File: config.mk
export PLATFORM = sky130hd
export DESIGN_NAME = lru_press_player
export DESIGN_NICKNAME = d
export VERILOG_FILES = /design/src/rtl/lru_press_player.sv
export SDC_FILE = /design/constraint.sdc
export NUM_CORES = 1
export LEC_CHECK = 0
export ABC_AREA = 1
export CAP_MARGIN = 40
export CORE_MARGIN = 2
export CORE_UTILIZATION = 58
export DETAILED_ROUTE_END_ITERATION = 8
export HOLD_SLACK_MARGIN = 0.05
export PLACE_DENSITY = 0.78
export SETUP_SLACK_MARGIN = 0.02
export SLEW_MARGIN = 10
export SYNTH_ARGS = -nofsm -noshare
export SYNTH_HDL_FRONTEND = slang
export SYNTH_SLANG_ARGS = --single-unit
File: constraint.sdc
create_clock -name clk -period 2.3 [get_ports clk]
set_clock_uncertainty 0.15 [all_clocks]
set_input_delay 0.46 -clock clk [delete_from_list [all_inputs] [get_ports clk]]
set_output_delay 0.46 -clock clk [all_outputs]
set_load 0.05 [all_outputs]
File: src/rtl/lru_press_player.sv
// lru_press_player: stores up to DEPTH button-press codes and replays them as
// timed presses on b1..b5, each press followed by an equal all-low gap.
//
// Ports:
//   clk, rst          rising-edge clock, asynchronous active-low reset
//   load_valid/slot   press-code offer (0-4 = b1-b5, 7 = rest, 5-6 illegal)
//   load_ready        offer can be taken this cycle
//   load_err          one-cycle pulse after an illegal code was offered
//   clr               empty the store (IDLE only)
//   start, abort      begin / stop replay
//   b1..b5            registered button drives, at most one high
//   busy              replay in progress (PRESS or GAP)
//   done              one-cycle pulse when a sequence pass completes
//   count             number of stored codes
//
// Build option: define LRU_PRESS_PLAYER_LOOP_EN to replay the sequence
// continuously (done pulses at every wrap) until abort or reset.

module lru_press_player #(
  parameter int unsigned DEPTH    = 8,
  parameter int unsigned TICK_DIV = 1000
) (
  input  logic       clk,
  input  logic       rst,
  input  logic       load_valid,
  input  logic [2:0] load_slot,
  output logic       load_ready,
  output logic       load_err,
  input  logic       clr,
  input  logic       start,
  input  logic       abort,
  output logic       b1,
  output logic       b2,
  output logic       b3,
  output logic       b4,
  output logic       b5,
  output logic       busy,
  output logic       done,
  output logic [3:0] count
);

  localparam int unsigned CW = $clog2(DEPTH + 1);
  localparam int unsigned PW = (DEPTH > 1) ? $clog2(DEPTH) : 1;
  localparam int unsigned TW = $clog2(TICK_DIV);
  localparam logic [TW-1:0] TMR_LAST = TW'(TICK_DIV - 1);

  typedef enum logic [1:0] {
    IDLE  = 2'd0,
    PRESS = 2'd1,
    GAP   = 2'd2
  } state_t;

  state_t        state_q, state_nx;
  logic [CW-1:0] cnt_q, cnt_nx;
  logic [PW-1:0] ptr_q, ptr_nx;
  logic [TW-1:0] tmr_q, tmr_nx;
  logic [4:0]    btn_q, btn_nx;
  logic          done_q, done_nx;
  logic          err_q, err_nx;
  logic          wr_en;
  logic          accept;
  logic          legal;
  logic          last_tick;
  logic          last_evt;
  logic [2:0]    mem [DEPTH];

  // Button one-hot for a stored code; rest (7) drives nothing.
  function automatic logic [4:0] decode(input logic [2:0] code);
    logic [4:0] m;
    m = 5'b00000;
    case (code)
      3'd0:    m = 5'b00001;
      3'd1:    m = 5'b00010;
      3'd2:    m = 5'b00100;
      3'd3:    m = 5'b01000;
      3'd4:    m = 5'b10000;
      default: m = 5'b00000;
    endcase
    return m;
  endfunction

  // Ready is gated by rst so it reads low throughout reset.
  assign load_ready = rst && (state_q == IDLE) && (cnt_q < CW'(DEPTH)) && !clr;
  assign accept     = load_valid && load_ready;
  assign legal      = (load_slot != 3'd5) && (load_slot != 3'd6);
  assign last_tick  = (tmr_q == TMR_LAST);
  assign last_evt   = (CW'(ptr_q) == (cnt_q - CW'(1)));

  // Next-state, pointer, timer and registered-output logic.
  always_comb begin
    state_nx = state_q;
    cnt_nx   = cnt_q;
    ptr_nx   = ptr_q;
    tmr_nx   = tmr_q;
    btn_nx   = btn_q;
    done_nx  = 1'b0;
    err_nx   = 1'b0;
    wr_en    = 1'b0;
    case (state_q)
      IDLE: begin
        btn_nx = 5'b00000;
        tmr_nx = '0;
        ptr_nx = '0;
        if (clr) begin
          cnt_nx = '0;
        end else if (accept) begin
          // Any handshake, legal or not, suppresses a same-cycle start.
          if (legal) begin
            wr_en  = 1'b1;
            cnt_nx = cnt_q + CW'(1);
          end else begin
            err_nx = 1'b1;
          end
        end else if (start) begin
          if (cnt_q == '0) begin
            done_nx = 1'b1;
          end else begin
            state_nx = PRESS;
            btn_nx   = decode(mem[0]);
          end
        end
      end
      PRESS: begin
        if (abort) begin
          state_nx = IDLE;
          btn_nx   = 5'b00000;
          tmr_nx   = '0;
          ptr_nx   = '0;
        end else if (last_tick) begin
          state_nx = GAP;
          btn_nx   = 5'b00000;
          tmr_nx   = '0;
        end else begin
          tmr_nx = tmr_q + TW'(1);
        end
      end
      GAP: begin
        if (abort) begin
          state_nx = IDLE;
          btn_nx   = 5'b00000;
          tmr_nx   = '0;
          ptr_nx   = '0;
        end else if (last_tick) begin
          tmr_nx = '0;
          if (last_evt) begin
`ifdef LRU_PRESS_PLAYER_LOOP_EN
            done_nx  = 1'b1;
            ptr_nx   = '0;
            state_nx = PRESS;
            btn_nx   = decode(mem[0]);
`else
            done_nx  = 1'b1;
            ptr_nx   = '0;
            state_nx = IDLE;
            btn_nx   = 5'b00000;
`endif
          end else begin
            ptr_nx   = ptr_q + PW'(1);
            state_nx = PRESS;
            btn_nx   = decode(mem[ptr_q + PW'(1)]);
          end
        end else begin
          tmr_nx = tmr_q + TW'(1);
        end
      end
      default: begin
        state_nx = IDLE;
        btn_nx   = 5'b00000;
        tmr_nx   = '0;
        ptr_nx   = '0;
      end
    endcase
  end

  // State and output registers; async reset drops buttons immediately.
  always_ff @(posedge clk or negedge rst) begin
    if (!rst) begin
      state_q <= IDLE;
      cnt_q   <= '0;
      ptr_q   <= '0;
      tmr_q   <= '0;
      btn_q   <= 5'b00000;
      done_q  <= 1'b0;
      err_q   <= 1'b0;
    end else begin
      state_q <= state_nx;
      cnt_q   <= cnt_nx;
      ptr_q   <= ptr_nx;
      tmr_q   <= tmr_nx;
      btn_q   <= btn_nx;
      done_q  <= done_nx;
      err_q   <= err_nx;
    end
  end

  // Event store; contents are only meaningful below count.
  always_ff @(posedge clk) begin
    if (wr_en) begin
      mem[PW'(cnt_q)] <= load_slot;
    end
  end

  assign {b5, b4, b3, b2, b1} = btn_q;
  assign busy     = (state_q != IDLE);
  assign done     = done_q;
  assign load_err = err_q;
  assign count    = 4'(cnt_q);

endmodule

Yosys cells after proc, flatten, opt, wreduce, memory -nomap -nowiden. Memory sizes are Yosys's and may differ from the RTL's. Cells that the tools add are included. W data, S select, Z words.

Register bits: 26. RAM bits: 24. Input bits: 9. Output and inout bits: 13. Memories: 1.

Memory list: mem (depth 8, width 3, rd ports 2, clocked after Yosys merged registers in 0, wr ports 1, RTL line 65) `logic [2:0] mem [DEPTH];`.

$add $sub $neg: 4. Order comparisons: 1. Eq/ne operators: 21. Multiplexer cells: 51. Reductions and logical operators: 18.

Operator list (number): $pmux W5 S5 (2); $mux W5 (9); $mux W10 (3); $mux W1 (18); $mux W2 (8); $pmux W5 S3 (1); $eq A3 B2 Y1 const B (4); $mux W3 (4); $mux W4 (3); $ne A3 B3 Y1 const B (4); $add A10 B1 Y10 const B (1); $eq A10 B10 Y1 const B (1); $ne A2 B2 Y1 const B (5); $eq A3 B1 Y1 const B (2); $eq A3 B3 Y1 const B (2); $logic_not A3 Y1 (2); $pmux W2 S3 (1); $pmux W3 S2 (1); $reduce_and A6 Y1 (1); $reduce_bool A2 Y1 (3); $logic_and A1 B1 Y1 (5); $add A4 B1 Y4 const B (1); $eq A3 B4 Y1 (1); $logic_not A4 Y1 (1); other kinds (11) (12).

Longest topological paths before layout.
Depth in word-level cells: 10. Gate-level depth with buffers: 13. Gate-level depth less buffers: 12.

Worst setup path before layout. No wires, ideal clock.

Path type: register -> register. Start: register state_q[0]. End: memory mem[1][0] (enable). Library setup time: 0.346 ns. Arrival: 1.905 ns. Required time: 1.804 ns. Slack: -0.100 ns. Cell stages (with the launch flop): 9. Buffers on the path: 0. Clock period less this slack: 2.400 ns. Cells stage by stage: dfrtp_1 inv_1 ha_1 nand2_1 nor3_4 nand3_2 inv_1 nand2_1 nor3_1.

Word-level cells in the longest chain between the ends: 10.

RTL lines: from (decl) (RTL line 53) `state_t state_q, state_nx;`; from (signal assigned) (RTL line 186) `state_q <= state_nx;`; $logic_not A2 Y1 (RTL line 83) `assign load_ready = rst && (state_q == IDLE) && (cnt_q < CW'(DEPTH)) && !clr;`; $logic_and A1 B1 Y1 (3 in series) (RTL line 83); via load_ready (RTL line 27) `output logic load_ready,`; $logic_and A1 B1 Y1 (RTL line 84) `assign accept = load_valid && load_ready;`; $mux W1 (RTL line 106) `end else if (accept) begin`; $mux W1 (RTL line 104) `if (clr) begin`; $mux W1 (RTL line 99) `case (state_q)`; $mux W1 (RTL line 198) `if (wr_en) begin`; $mux W1 (not written as such) (RTL line 199) `mem[PW'(cnt_q)] <= load_slot;`; to (decl) (RTL line 65).

The timed path passes the listed nets, and every way through them passes these cells.

Worst setup path in the final report.
Start: register cnt_q[3] (netlist: count[3]). End: output count[3].

RTL lines: from (decl) (RTL line 54) `logic [CW-1:0] cnt_q, cnt_nx;`; from (signal assigned) (RTL line 187) `cnt_q <= cnt_nx;`; to (decl) (RTL line 39) `output logic [3:0] count`.

No word-level cell between the ends.

==> key figures <==
Run status
  – Status: completed

Detailed routing
  – Via count: 2,211
  – Post-route DRC: 0
  – DRT iter0 DRCs: 69
  – Drt pass-1 iters: 5
  – Final ANT Viol Nets: 0
  – DRT Wirelength: 5751 um
  – Routed WL per cell: 13.34 um
  – Via density: 5.130

Layout
  – Layout cell share with drive strength beyond 1: 14.06%
  – Fin cells: 431
  – Most common cell after layout, fill and taps aside: nand2_1
  – Layout Utilization: 69.88%
  – Fin nets: 393
  – Most frequent cells in the layout: nand2_1 (103), inv_1 (53), nand3_1 (34)
  – Area of the multi-input gates: 0.001172 sq mm
  – Reg area: 0.001371 sq mm
  – # diodes: 0
  – Design area: 0.003257 sq mm
  – Area delta synth->final: 18.32%
  – Filler Cells Inserted: 392

GRT
  – First-pass GRT wire length: 9597 um
  – Grt ovf: 0
  – All-Layer GR Usage: 23.47%
  – Vias in the first global route: 2,150
  – Largest net degree at the start of global routing: 27
  – Initial antenna violation count: 0

Floorplanning
  – Die Area: 0.005313 sq mm
  – Die H: 72.89 um
  – Core Box Area: 0.004661 sq mm
  – Starting density of the core: 59.06%
  – Width of the die: 72.89 um
  – # IOs: 22
  – Row count: 25

Logic synthesis
  – Post-Syn Area: 0.002753 sq mm
  – Share of flip-flops with an asynchronous set or reset: 52.00%
  – EDFF count, synth: 24
  – Avg Inst Size Synth: 8.144 sq um
  – Syn Inst Count: 338
  – FF+latch count, synth: 50
  – Sequential-to-total area share from yosys stat: 49.82%
  – Syn nets: 355
  – Synth warn: 0
  – Synth cell types: 36
  – Predominant post-synthesis flop cell: dfrtp_1

Clock tree
  – CTS H-tree lvls: 2
  – Post-CTS Hold Buffers: 0
  – Clk sinks: 50
  – Bufs on Longest Clock Path: 2
  – Root Buffer: clkbuf_8
  – Total CTS buffers: 5
  – Worst-path clk slew: 0.10 ns
  – Clk_lat worst skew: 0.31 ns
  – TritonCTS clock tree: done

Setup path
  – Crit Path Class: flop to output pin
  – R2R setup slack: 0.26 ns
  – R2r worst-path depth: 8
  – Worst Setup End Kind: output pin
  – Worst setup SP type: flop
  – CP Data Required Time: 1.69 ns
  – Cell family with most CP delay: buffers and inverters
  – Max incr delay on CP: 0.84 ns
  – WP data arrival: 1.61 ns
  – Worst path slowest cell: clkdlybuf4s50_1
  – FF-to-FF End: mem[4][1]$_DFFE_PP_
  – CP Cell Sequence: clkdlybuf4s50_1
  – CP max FO: 4
  – WP buf/inv: 1
  – Crit Reg-Reg Startpoint: state_q[0]$_DFFE_PN0P_

Timing
  – Rel. slew slack: 66.10%
  – Slew @ Worst Pin: 0.5069 ns
  – Slew Viols, Final: 0
  – Max frequency: 0.4515 GHz
  – Unrepaired setup endpoints after global routing: false
  – Final setup vio count: 0
  – Tmin final: 2.215 ns
  – Fin. Hold Viols: 0
  – Fin crit share: 96.31%

Worst hold path
  – WHS Endpoint: tmr_q[0]$_DFF_PN0_
  – Hold Crit Depth: 1
  – Min-delay src: tmr_q[0]$_DFF_PN0_
  – Hold Path Class: flop to flop

Power
  – Worst VDD drop: 0.0007257 V
  – P_leak: 1.586 nW
  – Power density cells: 801.0 mW/mm^2

Flow run
  – Max Cap Viol: 0

Place
  – Area post-placement: 0.003142 sq mm
  – DP Cell Count: 422
  – DP Wirelength: 4373 um
  – Routability cong.: 0.8485
  – I/O Buffers: 21
timing repair:
item / CTS / global route
endpoints found under the setup margin: 1 / 1
setup buffers: 0 / 1
gates resized for setup: 1 / 2
sequential cells by signal, indices dropped and copies added (netlist names):
register / cells
done: 1
state_q: 2
load_err: 1
mem: 24
ptr_q: 3
btn_q: 5
count: 4
tmr_q: 10
per-stage QoR:
| step | hold slack (ns) | TNS (ns) | setup WS [ns] | power [W] |
|---|---|---|---|---|
| after floorplan | 0.01441 | -0.3694 | -0.03755 | 0.001738 |
| after global placement | 0.2994 | 0 | 0.02722 | 0.002034 |
| after detailed placement | 0.3035 | -0.2358 | -0.03404 | 0.002048 |
| after CTS | 0.3168 | 0 | 0.04526 | 0.002610 |
| after global routing | 0.3364 | 0 | 0.02453 | 0.002779 |
| final | 0.3115 | 0 | 0.08494 | 0.002609 |
per-layer routing:
layer  vias up  wire length (um)  GRT usage [%]
met2        39              2920          40.71
met5         -                 0              0
met1      1027              2573          29.61
met4         0                37          5.761
li1       1141                 -              -
met3         4               219          5.663
Yosys cell counts (all sizes together), types with 2 or more instances:
| cell type | number | area (sq um) |
|---|---|---|
| nand2 | 108 | 417.9 |
| inv | 58 | 217.7 |
| nand3 | 36 | 190.2 |
| nor2 | 35 | 146.4 |
| dfrtp | 26 | 650.6 |
| edfxtp | 24 | 720.7 |
| nor3 | 10 | 66.32 |
| ha | 8 | 100.1 |
| o21ai | 7 | 35.03 |
| a21oi | 4 | 23.77 |
| buf | 4 | 35.03 |
| nand4 | 4 | 31.28 |
| xor2 | 4 | 42.55 |
| nand3b | 2 | 18.77 |
| nor4 | 2 | 12.51 |
how the worst max path moves through the flow:
stage,start,endpoint,cells past startpoint,slack (ns)
6_report,count[3]$_DFFE_PN0P_,count[3],1,0.08
2_1_floorplan,state_q[1]$_DFFE_PN0P_,mem[1][0]$_DFFE_PP_,8,-0.04
3_5_place_dp,rst,mem[4][2]$_DFFE_PP_,7,-0.03
4_1_cts,state_q[1]$_DFFE_PN0P_,load_ready,6,0.05
3_3_place_gp,rst,mem[4][2]$_DFFE_PP_,7,0.03
5_1_grt,state_q[1]$_DFFE_PN0P_,load_ready,6,0.02
power breakdown:
part | internal, W | switching, W
Clock | 0.000228 | 0.000315
Combinational | 0.000368 | 0.000660
Sequential | 0.000993 | 0.0000446
layout make-up:
cell class | count | area share [%]
inverter | 58 | 6.685
clock inverter | 3 | 0.8836
clock buffer | 5 | 2.113
tap | 54 | 2.075
multi-input combinational | 226 | 36.00
sequential | 50 | 42.11
timing repair buffer | 35 | 10.14
kinds of logic (layout without fill, tap and decap cells):
| family | count (synthesis) | count (layout) | synth area share [%] |
|---|---|---|---|
| adders and majority gates | 8 | 8 | 3.637 |
| buffers and inverters | 62 | 101 | 9.182 |
| AOI/OAI and AO/OA | 15 | 15 | 3.182 |
| DFF | 50 | 50 | 49.82 |
| and+or+nand+nor | 198 | 198 | 32.32 |
| xor gates and xnor gates | 5 | 5 | 1.864 |
Note: power is estimated with default switching activity, not from simulation.
